<file path="config.mk">
export PLATFORM = sky130hd
export DESIGN_NAME = hazard_stall_ctrl
export DESIGN_NICKNAME = d
export VERILOG_FILES = /design/src/rtl/hazard_stall_ctrl.sv
export SDC_FILE = /design/constraint.sdc
export NUM_CORES = 1
export LEC_CHECK = 0
export CAP_MARGIN = 15
export CORE_UTILIZATION = 44
export CTS_CLUSTER_SIZE = 25
export DETAILED_ROUTE_END_ITERATION = 8
export GPL_ROUTABILITY_DRIVEN = 0
export GPL_TIMING_DRIVEN = 0
export PLACE_DENSITY = 0.83
export SETUP_SLACK_MARGIN = 0.4
export SLEW_MARGIN = 10
export SYNTH_ARGS = -nofsm -noshare
export SYNTH_HDL_FRONTEND = slang
export SYNTH_SLANG_ARGS = --single-unit
</file>
<file path="constraint.sdc">
create_clock -name i_clk -period 2.4 [get_ports i_clk]
set_input_delay 0.24 -clock i_clk [delete_from_list [all_inputs] [get_ports i_clk]]
set_output_delay 0.24 -clock i_clk [all_outputs]
set_load 0.02 [all_outputs]
</file>
<file path="src/rtl/hazard_stall_ctrl.sv">
// Hazard/stall controller for the 5-stage MIPS pipeline: load-use stall, redirect flush, mult/div hold.
// Optional performance counters are built only when HAZARD_PERF_CNT_EN is defined.
module hazard_stall_ctrl #(
  parameter int MD_TIMEOUT = 64,
  parameter int CNT_W      = 7
) (
  input  logic       i_clk,
  input  logic       i_rst_n,
  input  logic [4:0] i_ifid_rs,
  input  logic [4:0] i_ifid_rt,
  input  logic       i_uses_rs,
  input  logic       i_uses_rt,
  input  logic       i_idex_mem_read,
  input  logic [4:0] i_idex_rt,
  input  logic       i_md_start,
  input  logic       i_md_done,
  input  logic       i_branch_taken,
  input  logic       i_jreg_taken,
  output logic       o_pc_write,
  output logic       o_ifid_write,
  output logic       o_ifid_flush,
  output logic       o_idex_write,
  output logic       o_idex_flush,
  output logic       o_md_timeout
`ifdef HAZARD_PERF_CNT_EN
  ,
  output logic [31:0] o_stall_cnt,
  output logic [31:0] o_flush_cnt
`endif
);

  // state      | meaning
  // ST_RUN     | normal issue; load-use stall and redirect flush handled here
  // ST_MDWAIT  | mult/div occupies EX; front end frozen, watchdog running
  // ST_MDDRAIN | bubble replaces the mult/div in ID/EX; ID instruction held
  localparam logic [1:0] ST_RUN     = 2'd0;
  localparam logic [1:0] ST_MDWAIT  = 2'd1;
  localparam logic [1:0] ST_MDDRAIN = 2'd2;

  localparam logic [CNT_W-1:0] CNT_LAST = CNT_W'(MD_TIMEOUT - 1);

  logic [1:0]       r_state;
  logic [1:0]       w_state_nxt;
  logic [CNT_W-1:0] r_md_cnt;
  logic             r_md_timeout;

  logic w_rs_hit;
  logic w_rt_hit;
  logic w_lu;
  logic w_rd;
  logic w_md_expire;
  logic w_md_enter;

  // Hazard terms are gated by reset so outputs sit at RUN defaults while reset is held.
  assign w_rs_hit    = i_uses_rs && (i_ifid_rs == i_idex_rt);
  assign w_rt_hit    = i_uses_rt && (i_ifid_rt == i_idex_rt);
  assign w_lu        = i_rst_n && i_idex_mem_read && (i_idex_rt != 5'd0) && (w_rs_hit || w_rt_hit);
  assign w_rd        = i_rst_n && (i_branch_taken || i_jreg_taken);
  assign w_md_expire = (r_md_cnt == CNT_LAST);
  assign w_md_enter  = i_rst_n && i_md_start && !w_rd;

  always_comb begin
    o_pc_write   = 1'b1;
    o_ifid_write = 1'b1;
    o_ifid_flush = 1'b0;
    o_idex_write = 1'b1;
    o_idex_flush = 1'b0;
    w_state_nxt  = r_state;
    case (r_state)
      ST_RUN: begin
        if (w_rd) begin
          o_ifid_flush = 1'b1;
          o_idex_flush = 1'b1;
        end else if (w_lu) begin
          o_pc_write   = 1'b0;
          o_ifid_write = 1'b0;
          o_idex_flush = 1'b1;
        end
        if (w_md_enter) begin
          w_state_nxt = ST_MDWAIT;
        end
      end
      ST_MDWAIT: begin
        o_pc_write   = 1'b0;
        o_ifid_write = 1'b0;
        o_idex_write = 1'b0;
        if (i_md_done || w_md_expire) begin
          w_state_nxt = ST_MDDRAIN;
        end
      end
      ST_MDDRAIN: begin
        o_pc_write   = 1'b0;
        o_ifid_write = 1'b0;
        o_idex_flush = 1'b1;
        w_state_nxt  = ST_RUN;
      end
      default: begin
        w_state_nxt = ST_RUN;
      end
    endcase
  end

  always_ff @(posedge i_clk or negedge i_rst_n) begin
    if (!i_rst_n) begin
      r_state <= ST_RUN;
    end else begin
      r_state <= w_state_nxt;
    end
  end

  always_ff @(posedge i_clk or negedge i_rst_n) begin
    if (!i_rst_n) begin
      r_md_cnt <= '0;
    end else if (r_state == ST_RUN && w_md_enter) begin
      r_md_cnt <= '0;
    end else if (r_state == ST_MDWAIT) begin
      r_md_cnt <= r_md_cnt + CNT_W'(1);
    end
  end

  // Sticky: only reset clears a watchdog expiry, so software can see it after the fact.
  always_ff @(posedge i_clk or negedge i_rst_n) begin
    if (!i_rst_n) begin
      r_md_timeout <= 1'b0;
    end else if (r_state == ST_MDWAIT && !i_md_done && w_md_expire) begin
      r_md_timeout <= 1'b1;
    end
  end

  assign o_md_timeout = r_md_timeout;

`ifdef HAZARD_PERF_CNT_EN
  logic [31:0] r_stall_cnt;
  logic [31:0] r_flush_cnt;

  always_ff @(posedge i_clk or negedge i_rst_n) begin
    if (!i_rst_n) begin
      r_stall_cnt <= '0;
      r_flush_cnt <= '0;
    end else begin
      if (!o_pc_write) begin
        r_stall_cnt <= r_stall_cnt + 32'd1;
      end
      if (o_ifid_flush || o_idex_flush) begin
        r_flush_cnt <= r_flush_cnt + 32'd1;
      end
    end
  end

  assign o_stall_cnt = r_stall_cnt;
  assign o_flush_cnt = r_flush_cnt;
`else
  // Without performance counters the controller carries no extra state.
`endif

endmodule

</file>
-- Yosys cells after proc, flatten, opt, wreduce, memory -nomap -nowiden
Index checks and enable logic that the tools add are counted.
- $add $sub $neg: 1
- eq/ne operators: 7
- muxes and demuxes: 14
- reduce and logical (&&, ||, !) cells: 21
- operator list (kind ; count):
    $mux W7 ; 2
    $logic_and A1 B1 Y1 ; 11
    $eq A5 B5 Y1 ; 2
    $add A7 B1 Y7 const B ; 1
    $eq A7 B6 Y1 const B ; 1
    $mux W1 ; 7
    $reduce_bool A5 Y1 ; 1
    $mux W2 ; 2
    $ne A2 B2 Y1 const B ; 2
    $pmux W1 S2 ; 2
    $pmux W2 S2 ; 1
    $logic_or A1 B1 Y1 ; 3
    $eq A2 B1 Y1 const B ; 1
    $eq A2 B2 Y1 const B ; 1
    $logic_not A1 Y1 ; 2
    $logic_not A2 Y1 ; 1
    $reduce_and A2 Y1 ; 1
    $reduce_bool A2 Y1 ; 1
    $reduce_or A2 Y1 ; 1
- bits in registers: 10
- input port bits: 24
- output and inout port bits: 6
- logic and storage cells: 46

-- Longest topological paths before layout
- depth in word-level cells: 7
- depth in mapped cells: 6
- depth with buffers taken out: 6

-- Least setup slack after synthesis
Ideal clock, no wire load.
- path kind: input to output
- start point: input port i_idex_rt[3]
- end point: output port o_pc_write
- data arrival time: 1.447 ns
- data required time: 2.160 ns
- setup slack: 0.713 ns
- stages: 5
- buffers on the path: 1
- path through: xor2_1 -> nor4_2 -> a32oi_1 -> o41a_1 -> buf_4
- longest elaborated chain between the ends: 7
- elaborated cells on any way between the ends: 11
- classes of those cells: eq/ne: 2; mux: 3; reduce/logical: 6
- RTL lines (what ; RTL line ; text):
    start: declaration ; 14 ; input logic [4:0] i_idex_rt,
    $eq A5 B5 Y1, on equally long branches ; 55, 56 ;
    $logic_and A1 B1 Y1, on equally long branches ; 55, 56 ;
    $logic_or A1 B1 Y1 ; 57 ; assign w_lu = i_rst_n && i_idex_mem_read && (i_idex_rt != 5'd0) && (w_rs_hit || w_rt_hit);
    $logic_and A1 B1 Y1 (*) ; 57 ;
    $mux W1 (*) (2 in a row) ; -- ;
    $pmux W1 S2 (*) ; -- ;
    end: declaration ; 19 ; output logic o_pc_write,
Every way passes the cells marked *; elsewhere a longest branch is shown, timed or not.

-- Worst setup path after layout
- start point: input port i_ifid_rt[0]
- end point: output port o_ifid_write
- longest elaborated chain between the ends: 7
- RTL lines (what ; RTL line ; text):
    start: declaration ; 10 ; input logic [4:0] i_ifid_rt,
    $eq A5 B5 Y1 ; 56 ; assign w_rt_hit = i_uses_rt && (i_ifid_rt == i_idex_rt);
    $logic_and A1 B1 Y1 ; 56 ;
    $logic_or A1 B1 Y1 ; 57 ;
    $logic_and A1 B1 Y1 ; 57 ;
    $mux W1 ; 74 ; end else if (w_lu) begin
    $mux W1 ; 71 ; if (w_rd) begin
    $pmux W1 S2 ; 69 ; case (r_state)
    end: declaration ; 20 ; output logic o_ifid_write,
Every way passes these cells.

==> results.md <==
Die:
- In this run the horizontal extent of the chip is 41.8 um.
- The number of standard-cell rows in the floorplan is 14.
- In this run the count of I/O pins placed on the die edge is 30.
- The starting density of the core is 46.8%.
- The vertical die dimension is 41.8 um.
- The placeable core region is 0.00149 mm2.
- The area enclosed by the die boundary is 0.00175 mm2.

Pwr:
- The part of the power in combinational logic is 50.8%.
- IR analysis of the VDD net gives a maximum drop of 0.000532 V.
- The total internal power is 0.506 mW.
- The cell leakage power is 0.452 nW.
- The clock share of power is 13.8%.
- The register share of total power is 35.5%.
- For this design the ratio of total power to cell area is 798 mW/mm2.
- Of the total power, the share spent switching nets is 39.8%.
- The switching power summed over all nets is 0.334 mW.

Final layout:
- The synthesis-to-layout area growth is 51.0%.
- The final-layout fill cell count is 128.
- The net count of the finished layout is 139.
- Across the whole layout, storage elements account for 250 um2.
- In the final layout, the multi-input gates occupy 452 um2.
- Leaving out fill and tap cells, the most frequent cells in the layout are 10 x xor2_1, 10 x nor2_1, 10 x clkdlybuf4s50_1, 10 x dfrtp_1, 7 x dlygate4sd2_1.
- The final core utilization is 70.7%.
- The proportion of layout cells with a drive suffix above 1 is 18.3%.
- The repair_antennas step left the layout with diodes totalling 0.

Route:
- The vias per cell is 5.25.
- Summed over all layers, the routed wires come to 1760 um.
- The detailed router finished its first iteration with 18 violations.
- After detailed routing, the number of remaining DRC violations is 0.
- The pre-antenna-repair detailed-routing pass consisted of 5 iterations.
- The final route contains 656 vias.
- Once detail routing completed, the nets flagged for antenna violations numbered 0.
- The average routed wire per standard cell is 14.1 um.

STA:
- Setup repair after global routing could not meet its margin everywhere.
- The clock period minus final worst setup slack is 1.94 ns.
- The maximum clock skew at final layout is 0.00626 ns.
- In the finished design, the share of the clock period the worst path needs comes to 80.9%.
- The count of endpoints failing hold in the final timing report came to 0.
- The number of pins with negative max-slew slack in the final report is 0.
- The worst-case headroom to the max-slew limit is 60.8%.
- The worst-margin pin slew is 0.586 ns.
- The final count of negative-setup-slack endpoints is 0.
- Hold is met by 0.0280 ns.
- The top achievable clock speed is 515 MHz.
- Once routing completed, OpenROAD measured the worst setup slack at 0.458 ns.

Global route:
- Entering global routing, the biggest net connects 14 pins.
- The number of antenna violations at the first check in global routing was 0.
- The overall overflow remaining after global route is 0.
- The via count of the first global-routing pass was 691.
- The first-pass GRT wire length is 2950 um.
- Global routing used 22.3% of the available tracks.

Setup path:
- The type of element launching the critical path is an input port.
- The required time at the worst-slack endpoint is 2.16 ns.
- For this run, the slowest stage of the critical path takes 0.47 ns.
- Data arrives at the worst endpoint at 1.70 ns.
- In this run the worst path has a maximum fanout of 2.
- The kind of critical path is in -> out.
- The startpoint of the worst-slack reg-to-reg timing path is r_state[1]$_DFFE_PN0P_.
- The critical-path cell with the highest stage delay is clkdlybuf4s50_1.
- STA classifies the critical path endpoint as an output port.
- The critical path goes through clkdlybuf4s50_1, xnor2_1, and2_0, a32oi_1, o41a_1, buf_4, buf_6.
- The launching element of the worst setup path is i_ifid_rt[0].

Clock tree:
- The clock net in this run drives a total of 10 sinks.
- CTS placed an instance of clkbuf_4 at the clock tree root.
- The hold buffer count at cts is 0.
- CTS built an H-tree with a depth of 1.
- Clock tree synthesis inserted a total of 3 buffers.
- TritonCTS built the clock tree.
- The clock passes through at most 2 buffers.
- The clock latency on the worst-skew pair is 0.27 ns.
- Clock-pin slew was measured on the worst setup and hold paths at 0.07 ns.

Yosys:
- The most area-hungry cell type in the Yosys netlist is dfrtp_1.
- Of the synthesized area, sequential elements account for 35.9%.
- The count of flip-flops with a built-in enable after synthesis is 0.
- Ranked by total cell area, the synthesized netlist is headed by dfrtp_1 36%, xor2_1 14%, ha_1 7.2%.
- The yosys synthesis warning count is 0.
- The flip-flop and latch count after synthesis is 10.
- The post-synthesis instance total is 76.
- Among all flip-flop cells after synthesis, the most frequent one is dfrtp_1.
- The share of async-settable or async-resettable flops after synthesis is 100%.
- The number of nets in the synthesized netlist is 104.
- In this run, distinct cell masters in the synthesized netlist total 28.
- The area share of the largest cell type after synthesis is 35.9%.
- The post-synthesis instance area is 697 um2.
- Dividing the synthesized area by the synthesized cell count gives 9.17 um2.

Run:
- The max-cap check violation count is 0.

Placement:
- The minimum setup slack after placement is -0.300 ns.
- The detailed-placement wirelength estimate is 1360 um.
- The number of buffers inserted by port buffering is 29.

Outcome:
- The flow ran to the end, and the final reports show no timing, DRC or antenna violations.

Worst hold path:
- The path class of the tightest hold or removal check is in -> async.
## cells in the mapped netlist (2+ instances only)
master    n
xnor2_1   3
o21ai_0   3
dfrtp_1  10
nand4_1   3
nor2_1   10
inv_1     4
a21oi_1   4
or3_1     2
ha_1      4
xor2_1   11
nand2_1   5
## state kept, by name (all words and copies together) (netlist names)
register      flops
o_md_timeout      1
r_md_cnt          7
r_state           2
## per-layer routing
layer  global-route usage (%)  wire length, um  vias up
met5                        0                0        -
met1                     26.9              722      310
met2                     38.4              975       12
met4                     3.87                6        0
li1                         -                -      332
met3                     7.83               59        2
## path summary, 6_finish.rpt
| check | slack, ns | end | cells after the start |
|---|---|---|---|
| min in group i_clk | 0.47 | o_md_timeout$_DFFE_PN0P_ | 1 |
| setup / recovery | 0.46 | o_ifid_write | 7 |
| hold reg to reg | 0.47 | o_md_timeout$_DFFE_PN0P_ | 1 |
| setup reg to reg | 0.80 | r_md_cnt[5]$_DFFE_PN0P_ | 6 |
| max in group asynchronous | 2.00 | r_md_cnt[6]$_DFFE_PN0P_ | 1 |
| hold / removal | 0.03 | r_md_cnt[0]$_DFFE_PN0P_ | 1 |
## area by class of cell
| cell class | count | area share, % |
|---|---|---|
| Inverter | 4 | 1.43 |
| Tap cell | 16 | 1.90 |
| Clock buffer | 3 | 2.14 |
| Buffer | 2 | 1.19 |
| Sequential cell | 10 | 23.8 |
| Multi-Input combinational cell | 60 | 42.9 |
| Timing Repair Buffer | 30 | 26.6 |
## stage by stage
stage          instance area (um2)  power [mW]  TNS (ns)  instances
2_1_floorplan                  697       0.529         0         76
3_3_place_gp                  1010       0.674    -0.417        121
3_5_place_dp                  1010       0.698    -0.510        121
4_1_cts                       1050       0.838         0        125
5_1_grt                       1050       0.899         0        125
6_report                      1050       0.839         0        125
## power by group through the flow
| stage | sequential [mW] | combinational (mW) | clock (mW) |
|---|---|---|---|
| after global placement | 0.289 | 0.385 | 0 |
| final | 0.298 | 0.426 | 0.115 |
| after detailed placement | 0.295 | 0.403 | 0 |
| after global routing | 0.305 | 0.468 | 0.126 |
| after CTS | 0.295 | 0.428 | 0.115 |
| after floorplan | 0.280 | 0.249 | 0 |
## logic make-up (layout without fill, tap and decap cells)
family / count (synthesis) / in the layout / share of synthesized area [%]
buf+inv: 6 / 39 / 3.95
flops: 10 / 10 / 35.9
simple gates: 27 / 27 / 19.9
fa+ha+maj: 4 / 4 / 7.18
compound gates: 14 / 14 / 14.0
mux: 1 / 1 / 1.44
xor+xnor: 14 / 14 / 17.6
## critical path: cells and delay by family
family	cells	cell delay [ns]
and+or+nand+nor	1	0.14
buffers and inverters	3	0.73
AOI/OAI and AO/OA	2	0.48
xor gates and xnor gates	1	0.11
## repair_timing
action,CTS,global route
pin swaps,5,4
setup buffers,1,0
endpoints found under the setup margin,4,4
resized for setup,45,7
Note: power is estimated with default switching activity, not from simulation.
